### src/rtl/perf_watchdog_unit.sv
// Run-control and performance-statistics unit: per-channel hit/miss/access/busy
// counters, a commit-aware watchdog, and a halt/timeout end-of-run state machine.
module perf_watchdog_unit #(
    parameter int NUM_CH         = 4,
    parameter int CNT_WIDTH      = 32,
    parameter int TIMEOUT_CYCLES = 10000,
    parameter int WDOG_MODE      = 0,
    localparam int RD_W          = (NUM_CH > 1) ? $clog2(NUM_CH) : 1
) (
    input  logic                 clk,
    input  logic                 rst,
    input  logic [NUM_CH-1:0]    ch_access,
    input  logic [NUM_CH-1:0]    ch_hit,
    input  logic [NUM_CH-1:0]    ch_miss,
    input  logic [NUM_CH-1:0]    ch_busy,
    input  logic                 commit_valid,
    input  logic                 halt,
    input  logic                 clear,
    input  logic [RD_W-1:0]      rd_ch,
    input  logic [1:0]           rd_sel,
    output logic [CNT_WIDTH-1:0] rd_data,
    output logic [1:0]           state_o,
    output logic                 done_pulse,
    output logic [NUM_CH-1:0]    proto_err
);

    typedef enum logic [1:0] {
        ST_RUN      = 2'd0,
        ST_HALTED   = 2'd1,
        ST_TIMEDOUT = 2'd2
    } state_e;

    localparam int                 WD_W      = $clog2(TIMEOUT_CYCLES + 1);
    localparam logic [WD_W-1:0]    WD_RELOAD = WD_W'(TIMEOUT_CYCLES);
    localparam logic [CNT_WIDTH-1:0] CNT_MAX = '1;
    localparam logic [RD_W:0]      NUM_CH_W  = (RD_W + 1)'(NUM_CH);

    // Counter slot order matches the rd_sel encoding: hit, miss, access, busy.
    logic [CNT_WIDTH-1:0] cnt_q [NUM_CH][4];
    logic [CNT_WIDTH-1:0] cnt_d [NUM_CH][4];
    logic [WD_W-1:0]      wdog_q, wdog_d;
    state_e               state_q, state_d;
    logic                 done_q, done_d;
    logic [NUM_CH-1:0]    protoErr_q, protoErr_d;
    logic [CNT_WIDTH-1:0] rdData_q, rdNext;

    always_comb begin
        state_d    = state_q;
        wdog_d     = wdog_q;
        cnt_d      = cnt_q;
        done_d     = 1'b0;
        // A hit+miss collision is a protocol violation whatever the run state.
        protoErr_d = protoErr_q | (ch_hit & ch_miss);
        if (clear) begin
            for (int c = 0; c < NUM_CH; c++) begin
                for (int s = 0; s < 4; s++) begin
                    cnt_d[c][s] = '0;
                end
            end
            wdog_d     = WD_RELOAD;
            state_d    = ST_RUN;
            protoErr_d = '0;
        end else if (state_q == ST_RUN) begin
            for (int c = 0; c < NUM_CH; c++) begin
                if (ch_hit[c] && !ch_miss[c] && cnt_q[c][0] != CNT_MAX)
                    cnt_d[c][0] = cnt_q[c][0] + CNT_WIDTH'(1);
                if (ch_miss[c] && !ch_hit[c] && cnt_q[c][1] != CNT_MAX)
                    cnt_d[c][1] = cnt_q[c][1] + CNT_WIDTH'(1);
                if (ch_access[c] && cnt_q[c][2] != CNT_MAX)
                    cnt_d[c][2] = cnt_q[c][2] + CNT_WIDTH'(1);
                if (ch_busy[c] && cnt_q[c][3] != CNT_MAX)
                    cnt_d[c][3] = cnt_q[c][3] + CNT_WIDTH'(1);
            end
            if (WDOG_MODE != 0 && commit_valid)
                wdog_d = WD_RELOAD;
            else
                wdog_d = wdog_q - WD_W'(1);
            if (halt) begin
                state_d = ST_HALTED;
                done_d  = 1'b1;
            end else if (wdog_d == '0) begin
                state_d = ST_TIMEDOUT;
                done_d  = 1'b1;
            end
        end
    end

    always_comb begin
        rdNext = '0;
        if ({1'b0, rd_ch} < NUM_CH_W)
            rdNext = cnt_q[rd_ch][rd_sel];
    end

    always_ff @(posedge clk) begin
        if (rst) begin
            for (int c = 0; c < NUM_CH; c++) begin
                for (int s = 0; s < 4; s++) begin
                    cnt_q[c][s] <= '0;
                end
            end
            wdog_q     <= WD_RELOAD;
            state_q    <= ST_RUN;
            done_q     <= 1'b0;
            protoErr_q <= '0;
            rdData_q   <= '0;
        end else begin
            cnt_q      <= cnt_d;
            wdog_q     <= wdog_d;
            state_q    <= state_d;
            done_q     <= done_d;
            protoErr_q <= protoErr_d;
            rdData_q   <= rdNext;
        end
    end

    assign rd_data    = rdData_q;
    assign state_o    = state_q;
    assign done_pulse = done_q;
    assign proto_err  = protoErr_q;

endmodule

### config.mk
export PLATFORM = sky130hd
export DESIGN_NAME = perf_watchdog_unit
export DESIGN_NICKNAME = d
export VERILOG_FILES = /design/src/rtl/perf_watchdog_unit.sv
export SDC_FILE = /design/constraint.sdc
export NUM_CORES = 1
export LEC_CHECK = 0
export ABC_AREA = 1
export BUFFER_PORTS_ARGS = -buffer_cell sky130_fd_sc_hd__buf_2
export CAP_MARGIN = 10
export CORE_ASPECT_RATIO = 0.75
export CORE_MARGIN = 2
export CORE_UTILIZATION = 39
export DETAILED_ROUTE_END_ITERATION = 16
export PLACE_DENSITY_LB_ADDON = 0.08
export SLEW_MARGIN = 0
export SYNTH_ARGS = -nofsm -noshare
export SYNTH_HDL_FRONTEND = slang
export SYNTH_SLANG_ARGS = --single-unit
### constraint.sdc
create_clock -name clk -period 2.5 [get_ports clk]
set_input_delay 0.375 -clock clk [delete_from_list [all_inputs] [get_ports clk]]
set_output_delay 0.375 -clock clk [all_outputs]
set_load 0.1 [all_outputs]
==> impl_summary.md, run 1 <==
Outcome
The flow ran to the end, and the final reports show no timing, DRC or antenna violations.

Floorplanning
The floorplan has 96 rows. The die area is 95490 µm². During I/O placement, the number of pins put on the boundary was 64. The standard cell core area is 91770 µm². The die span in y is 268.1 µm. The initial standard-cell utilization of the core is 39.53%. The floorplan die width is 356.2 µm.

Clock network
The buffer type at the clock tree root is sky130_fd_sc_hd__clkbuf_16. The clock tree from TritonCTS is yes. In this run the deepest clock path goes through 3 buffers. The count of H-tree levels built during CTS is 3. The worst-skew pair later-pin latency is 0.66 ns. After clock tree synthesis, the clock-pin slew on the worst setup and hold paths is 0.06 ns. The total clock buffers created by CTS is 69. The clock drives 565 sinks.

Layout
The repair_antennas step left the layout with diodes totalling 0. At the end of the flow the core is filled with cells to 44.89%. The footprint of the multi-input gates is 21620 µm². The layout cell share with drive strength beyond 1 is 7.222%.

The area growth from synthesis to final layout is 13.56%. Summing all flip-flop and latch instances after layout gives 11310 µm². Leaving out filler cells and counting taps, the final layout contains 7276. The fill cell total of the finished layout is 9894.

The final layout contains 6044 nets.

Logic synthesis
The count of cell types in the netlist is 41. Yosys attributes the largest share of cell area to sky130_fd_sc_hd__dfxtp_1 31%, sky130_fd_sc_hd__nand2_1 16%, sky130_fd_sc_hd__a21oi_1 9.4%, sky130_fd_sc_hd__nor2_1 6.5%, sky130_fd_sc_hd__inv_1 5.8%. The top-area cell type share of the netlist area is 31.18%. sky130_fd_sc_hd__dfxtp_1 takes more of the synthesized area than any other cell. After technology mapping, the gate count stands at 5930. Among all flip-flop cells after synthesis, the most frequent one is sky130_fd_sc_hd__dfxtp_1. After synthesis, flip-flops and latches occupy 31.18% of the total area. Yosys mapped a number of flops with a built-in enable equal to 0. The synthesized area per cell is 6.117 µm². The share of flip-flops with an asynchronous set or reset is 0%. The synthesized netlist net count is 5973. Yosys printed 0 warnings. The mapped netlist covers 36270 µm².

The number of synthesized register bits is 565.

Placement
The wire-length estimate of the detail-placed layout is 111300 µm. The count of input and output buffers is 62. The final weighted congestion of routability-driven global placement is 0.9853. The cell total after placement is 7153. Prior to clock tree synthesis, the placed netlist has a worst setup slack of 0.2292 ns.

Global routing
The overall global routing resource usage is 29.48%. Summed over all layers, the global routing overflow is 0. The initial antenna violation count is 2. The number of global-route vias before repair is 34360. Entering global routing, the biggest net connects 75 pins. The first global-routing pass estimated 216700 µm of wire.

Pwr
The worst-case IR drop observed on VDD is 0.4611 mV. For this design the ratio of total power to cell area is 534.3 nW/µm². Summed over all cells, the static leakage comes to 13.88 nW.

Drt
The overall routed net length is 143400 µm. The vias after detailed routing is 39030. Dividing the detail-routed wire length by the instance count gives 19.70 µm. The initial detailed-routing violation count is 4695. The detail route stage leaves a number of antenna-violating nets equal to 0. In the routed layout, each cell is associated on average with a via count of 5.364. The first detailed-routing pass took 6 iterations. In the routed design, unresolved DRC markers number 0.

Timing
In the final timing run, aggregate negative setup slack is 0 ns. The final critical delay including setup and external delays is 2.272 ns. The maximum clock frequency is 440.2 MHz. The slew at the pin with the worst max-slew slack is 0.8950 ns. The clock arrives with 0.01800 ns of skew. The final hold violation count is 0.

The total count of max-transition violations in the final report is 0. Setup slack on the critical path of the routed design comes to 0.2284 ns. Setup repair after global routing left no endpoint under its margin. Setup violations remaining at the end of the flow were counted as 0.

Dividing the final minimum period by the clock period gives 90.86%. The relative slew slack is 40.07%.

Min path
The min-delay analysis places its worst path in the category input port to flip-flop. The worst hold path passes through 5 cells.

Setup path
Data on the critical path is required at its endpoint by 3.07 ns. For the worst flop-to-flop path, the logic depth is 12. Of all nets on the critical path, the largest fanout is 30. STA classifies the critical path endpoint as a flip-flop. The type of the worst setup path is flip-flop to flip-flop. The startpoint kind of the worst setup timing path is a flip-flop.

At the worst endpoint, the arrival time is 2.84 ns.

Run
The count of max-cap constraint violations is 0.
[cell families (layout without fill, tap and decap cells)]
kind of cell | count (synthesis) | after routing | share of synthesized area (%)
compound gates | 1119 | 1119 | 15.92
xor+xnor | 295 | 295 | 7.123
fa+ha+maj | 18 | 18 | 0.6209
buf+inv | 849 | 970 | 9.261
flops | 565 | 565 | 31.18
simple gates | 3084 | 3084 | 35.90
[cells in the final DEF (no fill, tap or decap), drive strengths merged, types with 90 or more instances in the layout]
cell type  count
nand3        395
nor3         318
nor2         634
inv          573
dfxtp        565
xor2         237
nand2       1593
clkbuf       108
nand4         90
buf          273
o21ai        372
a21oi        684
[through the flow]
stage / hold WS (ns) / power (mW) / area (µm²)
after floorplan: 0.4432 / 10.65 / 36270
after global placement: 0.4507 / 11.54 / 38840
after detailed placement: 0.4556 / 11.54 / 38840
after CTS: 0.001929 / 22.18 / 41180
after global routing: 0.05245 / 22.70 / 41190
final: 0.03713 / 22.01 / 41190
[final timing paths]
check	from	to	slack (ns)
setup / recovery	cnt_q[321]$_SDFFE_PP0P_	cnt_q[324]$_SDFFE_PP0P_	0.23
hold / removal	ch_hit[1]	proto_err[1]$_SDFF_PP0_	0.04
setup reg to reg	cnt_q[321]$_SDFFE_PP0P_	cnt_q[324]$_SDFFE_PP0P_	0.23
hold reg to reg	cnt_q[191]$_SDFFE_PP0P_	cnt_q[191]$_SDFFE_PP0P_	0.46
[critical path, stage by stage (launching register included)]
cell                      delay (ns)
sky130_fd_sc_hd__dfxtp_1        0.40
sky130_fd_sc_hd__ha_1           0.24
sky130_fd_sc_hd__nand2_1        0.08
sky130_fd_sc_hd__inv_1          0.07
sky130_fd_sc_hd__nand3_1        0.14
sky130_fd_sc_hd__nor3_1         0.43
sky130_fd_sc_hd__nand3_1        0.13
sky130_fd_sc_hd__nand2_1        0.12
sky130_fd_sc_hd__inv_1          0.04
sky130_fd_sc_hd__buf_4          0.23
sky130_fd_sc_hd__nand2_1        0.12
sky130_fd_sc_hd__o21ai_0        0.07
sky130_fd_sc_hd__nor2_1         0.11
[timing repair]
| item | CTS | global route |
|---|---|---|
| setup buffers | 0 | 0 |
| resized for setup | 0 | 4 |
| endpoints found under the setup margin | 0 | 10 |
| hold buffers | 2 | 0 |
| hold endpoints to repair | 3 | 0 |
[power by group]
group	internal [mW]	total (mW)	switching [mW]
Clock	6.32	10.6	4.31
Combinational	0.533	2.23	1.70
Sequential	9.07	9.15	0.0731
Total	15.9	22.0	6.08
[synthesized netlist by cell type (4+ instances only)]
cell                       instances
sky130_fd_sc_hd__inv_1           558
sky130_fd_sc_hd__buf_6             7
sky130_fd_sc_hd__xnor2_1          58
sky130_fd_sc_hd__nand4_1          90
sky130_fd_sc_hd__buf_1            18
sky130_fd_sc_hd__o211ai_1         45
sky130_fd_sc_hd__nand2_1        1589
sky130_fd_sc_hd__xor2_1          237
sky130_fd_sc_hd__and2_1            4
sky130_fd_sc_hd__and3_1            6
sky130_fd_sc_hd__nand3_2          10
sky130_fd_sc_hd__buf_2            63
sky130_fd_sc_hd__buf_4            10
sky130_fd_sc_hd__nor3_2           10
sky130_fd_sc_hd__nand3b_1         13
sky130_fd_sc_hd__nor2_2            4
sky130_fd_sc_hd__a21oi_1         680
sky130_fd_sc_hd__o21ai_0         371
sky130_fd_sc_hd__nor4_1            9
sky130_fd_sc_hd__clkbuf_1        174
sky130_fd_sc_hd__nand3_1         385
sky130_fd_sc_hd__nor3b_1          17
sky130_fd_sc_hd__nor2_1          630
sky130_fd_sc_hd__inv_2            16
sky130_fd_sc_hd__nor3_1          306
sky130_fd_sc_hd__o221ai_1          5
sky130_fd_sc_hd__ha_1             18
sky130_fd_sc_hd__nand2_2           4
sky130_fd_sc_hd__dfxtp_1         565
sky130_fd_sc_hd__a21oi_2           4
sky130_fd_sc_hd__o21bai_1          6
[routing by layer]
layer	global-route usage, %	vias to the layer above	part of all wire (%)
li1	-	19470	-
met1	46.66	18010	51
met4	6.432	2	2.2
met2	39.98	1397	38
met5	0	-	0.0084
met3	5.881	152	8.8
[area by class of cell]
| class | instances | area share (%) |
|---|---|---|
| Clock buffer | 108 | 5.240 |
| Clock inverter | 13 | 0.4131 |
| Inverter | 574 | 5.264 |
| Multi-Input combinational cell | 4516 | 52.49 |
| Sequential cell | 565 | 27.46 |
| Tap cell | 1225 | 3.721 |
| Timing Repair Buffer | 275 | 5.416 |
[flip-flops by register name, summed over array words and instances, names as in the netlist]
name,cells
cnt_q,512
rd_data,32
wdog_q,14
proto_err,4
state_o,2
done_pulse,1
No activity file was read; power rests on OpenSTA's default activity.
==> run 2: changes to the inputs <==
--- a/config.mk
+++ b/config.mk
@@ -5,7 +5,6 @@
 export SDC_FILE = /design/constraint.sdc
 export NUM_CORES = 1
 export LEC_CHECK = 0
-export ABC_AREA = 1
 export BUFFER_PORTS_ARGS = -buffer_cell sky130_fd_sc_hd__buf_2
 export CAP_MARGIN = 10
 export CORE_ASPECT_RATIO = 0.75
==> run 2 against run 1 <==
  * Area after synthesis is 18% lower
  * Clock skew hardly changed
  * Sequential share of layout area increased by 5.4 points
  * Critical endpoint is now cnt_q[158]$_SDFFE_PP0P_
==> impl_summary.md, run 2 <==
Timing
Summed over all failing endpoints, the final setup total negative slack is 0 ns. Setup repair after global routing left no endpoint under its margin. The final setup violation count is 0. The total count of max-transition violations in the final report is 0. Across all setup checks in the final design, the least slack found is 0.07611 ns. The routed design could run at a clock period as short as 2.424 ns. The final clock skew is 0.01782 ns. The final hold violation count is 0. Dividing the final minimum period by the clock period gives 96.96%. Across all hold checks on the routed design, the worst slack comes to 0.07106 ns. The slew at the pin with the worst max-slew slack is 0.8499 ns. The maximum clock frequency is 412.6 MHz. The relative slew slack is 43.09%.

Floorplanning
The standard cell core area is 75110 µm². The initial standard-cell utilization of the core is 39.39%. The die span in y is 242.5 µm.

The die covers 78110 µm². The number of rows created at floorplan is 87. The die is 322.0 µm wide. The number of top-level pins is 64.

Global routing
The initial antenna violation count is 15. The first global-routing pass estimated 151500 µm of wire. The final global-route overflow total is 0. The pin count of the biggest net entering global routing is 96.

Across every metal layer, demand over resource in global routing totals 25.35%. The number of global-route vias before repair is 24130.

Placement
The final weighted congestion of routability-driven global placement is 0.9199. The count of input and output buffers is 62. The cell area after placement is 32380 µm². Before CTS, the worst setup slack after placement is -0.2758 ns. Counting tap cells, the placed design contains a total of 4352 instances. Once detailed placement completed, the half-perimeter wirelength came to 76680 µm.

Clock network
TritonCTS built the clock tree. The total clock buffers created by CTS is 61. The worst-skew pair later-pin latency is 0.64 ns. The maximum buffer depth of the clock tree is 3. The count of H-tree levels built during CTS is 2. CTS saw 565 sinks. The clock edge transition at the registers on the reported setup and hold paths is 0.06 ns. The buffer type at the clock tree root is sky130_fd_sc_hd__clkbuf_16.

Run
The tool flagged a number of max-cap violations equal to 0.

Layout
The number of flip-flops under the largest register name is 512. In the layout the commonest cells are 563 x sky130_fd_sc_hd__dfxtp_1, 490 x sky130_fd_sc_hd__nor2_1, 255 x sky130_fd_sc_hd__xor2_1. The final core utilization is 45.88%. Relative to the synthesized area, the layout overhead comes to 16.48%. After filler insertion, the fill cell instance count of the layout stands at 7239. The register with the most flip-flops in the final layout is cnt_q.

The non-filler instance count after layout is 4467. The final non-filler cell area is 34460 µm². For this run, the post-layout net count is 3484. The commonest non-fill, non-tap cell in the layout is sky130_fd_sc_hd__dfxtp_1.

The post-route netlist has 16.44% of its cells at a drive strength greater than 1.

Setup path
The type of the worst setup path is flip-flop to flip-flop. Data on the critical path arrives at its endpoint at 2.99 ns. Data on the critical path is required at its endpoint by 3.07 ns.

The startpoint kind of the worst setup timing path is a flip-flop. The highest fanout seen on the critical path is 11. The endpoint kind of the worst setup timing path is a flip-flop.

Drt
The initial detailed-routing violation count is 2452. The first detailed-routing pass took 5 iterations. Using the TritonRoute via totals, the vias-per-cell ratio works out to 5.774. Wires add up to 99520 µm. The post-detailed-route count of antenna-violating nets is 0. Across all layers, the routed design uses 25790 vias. The DRC violations left is 0. After detailed routing, the average wire length per cell comes to 22.28 µm.

Logic synthesis
Summing every instance area after synthesis gives 29590 µm². Of all cell types, the one taking the most synthesized area is sky130_fd_sc_hd__dfxtp_1. By count the netlist is led by 565 x sky130_fd_sc_hd__dfxtp_1, 493 x sky130_fd_sc_hd__nor2_1, 255 x sky130_fd_sc_hd__xor2_1. The number of flops mapped to enable cells by yosys is 0. The number of nets handed over by synthesis was 3303.

The leading cell type by number of instances after synthesis is sky130_fd_sc_hd__dfxtp_1. Summing the sequential cell areas from Yosys gives 38.23% of the chip area. In the synthesized netlist the dominant register cell turns out to be sky130_fd_sc_hd__dfxtp_1. The share of flip-flops with an asynchronous set or reset is 0%. The number of warnings issued by yosys is 0. The gate count after technology mapping is 3260. The count of cell types in the netlist is 69. By area the synthesized netlist is led by sky130_fd_sc_hd__dfxtp_1 38%, sky130_fd_sc_hd__mux4_2 12%, sky130_fd_sc_hd__xor2_1 7.5%, sky130_fd_sc_hd__nor2_1 6.3%, sky130_fd_sc_hd__xnor2_1 4.8%. The top-area cell type share of the netlist area is 38.23%. The synthesized area per cell is 9.076 µm². The number of synthesized register bits is 565.

Outcome
The run finished with clean final reports.

Min path
The kind of path behind the tightest hold check is input port to flip-flop.

Pwr
Across the VDD grid, the largest voltage drop is 0.4503 mV. Total power for the finished layout comes to 18.87 mW. Dividing total power by cell area gives a power density of 547.7 nW/µm². The leakage component of the power is 11.33 nW.
==> run 2: cell types whose count changed after synthesis, moves of 80 or more <==
cell                      previous run  this run
sky130_fd_sc_hd__nand2_1          1589       225
sky130_fd_sc_hd__nand3_1           385       221
sky130_fd_sc_hd__and3_1              6        90
sky130_fd_sc_hd__a21oi_1           680        99
sky130_fd_sc_hd__mux4_2              0       160
sky130_fd_sc_hd__o21ai_0           371        92
sky130_fd_sc_hd__nor3_1            306        85
sky130_fd_sc_hd__inv_1             558        45
sky130_fd_sc_hd__xnor2_1            58       162
sky130_fd_sc_hd__nor2_1            630       493
sky130_fd_sc_hd__or3_1               1        97
sky130_fd_sc_hd__nand4_1            90       170
==> run 2: cell type report <==
class	instances	area, µm²	area share [%]
antenna	3	7.507	0.02178
clock buffer	87	1704	4.945
clock inverter	20	187.7	0.5446
inverter	45	168.9	0.4901
multi-input combinational	2499	17710	51.38
sequential	565	11320	32.84
tap	979	1225	3.554
timing repair buffer	269	2143	6.219
==> run 2: worst max-delay path, cell delays in order (launching register included) <==
cell and delay (ns):
sky130_fd_sc_hd__dfxtp_4 0.45, sky130_fd_sc_hd__or3b_1 0.40, sky130_fd_sc_hd__or3_1 0.42, sky130_fd_sc_hd__or4_4 0.60, sky130_fd_sc_hd__or3_1 0.32, sky130_fd_sc_hd__a21oi_1 0.16
==> run 2: cell families after synthesis <==
group	share of synthesized area (%)
mux	12.28
xor+xnor	12.34
flops	38.23
simple gates	28.77
compound gates	5.087
fa+ha+maj	0.7612
buf+inv	2.529
==> run 2: report_power, final <==
part / switching [mW] / leakage [nW] / total, mW / internal [mW]
logic: 0.570 / 5.85 / 0.911 / 0.341
clock network: 3.89 / 0.921 / 8.89 / 5.00
registers: 0.0415 / 4.55 / 9.07 / 9.03
==> run 2: worst paths after layout <==
path,start,slack (ns),to,cells past startpoint
setup / recovery,state_o[0]$_SDFFE_PP0P_,0.08,cnt_q[158]$_SDFFE_PP0P_,5
setup reg to reg,state_o[0]$_SDFFE_PP0P_,0.08,cnt_q[158]$_SDFFE_PP0P_,5
hold / removal,ch_hit[1],0.07,proto_err[1]$_SDFF_PP0_,3
hold reg to reg,proto_err[2]$_SDFF_PP0_,0.47,proto_err[2]$_SDFF_PP0_,2
==> run 2: timing repair <==
item,in CTS,in global routing
hold endpoints to repair,3,0
buffers inserted,2,1
endpoints found under the setup margin,23,51
gates resized for setup,6,20
hold buffers,2,0
pin swaps,0,1
==> run 2: per-layer routing <==
metal  vias up  part of all wire (%)  track usage (%)
li1      12140                     -                -
met2       805                    42            37.24
met4         2                   2.3            6.432
met5         -                 0.013                0
met1     12720                    48            38.51
met3       127                   7.2            3.770
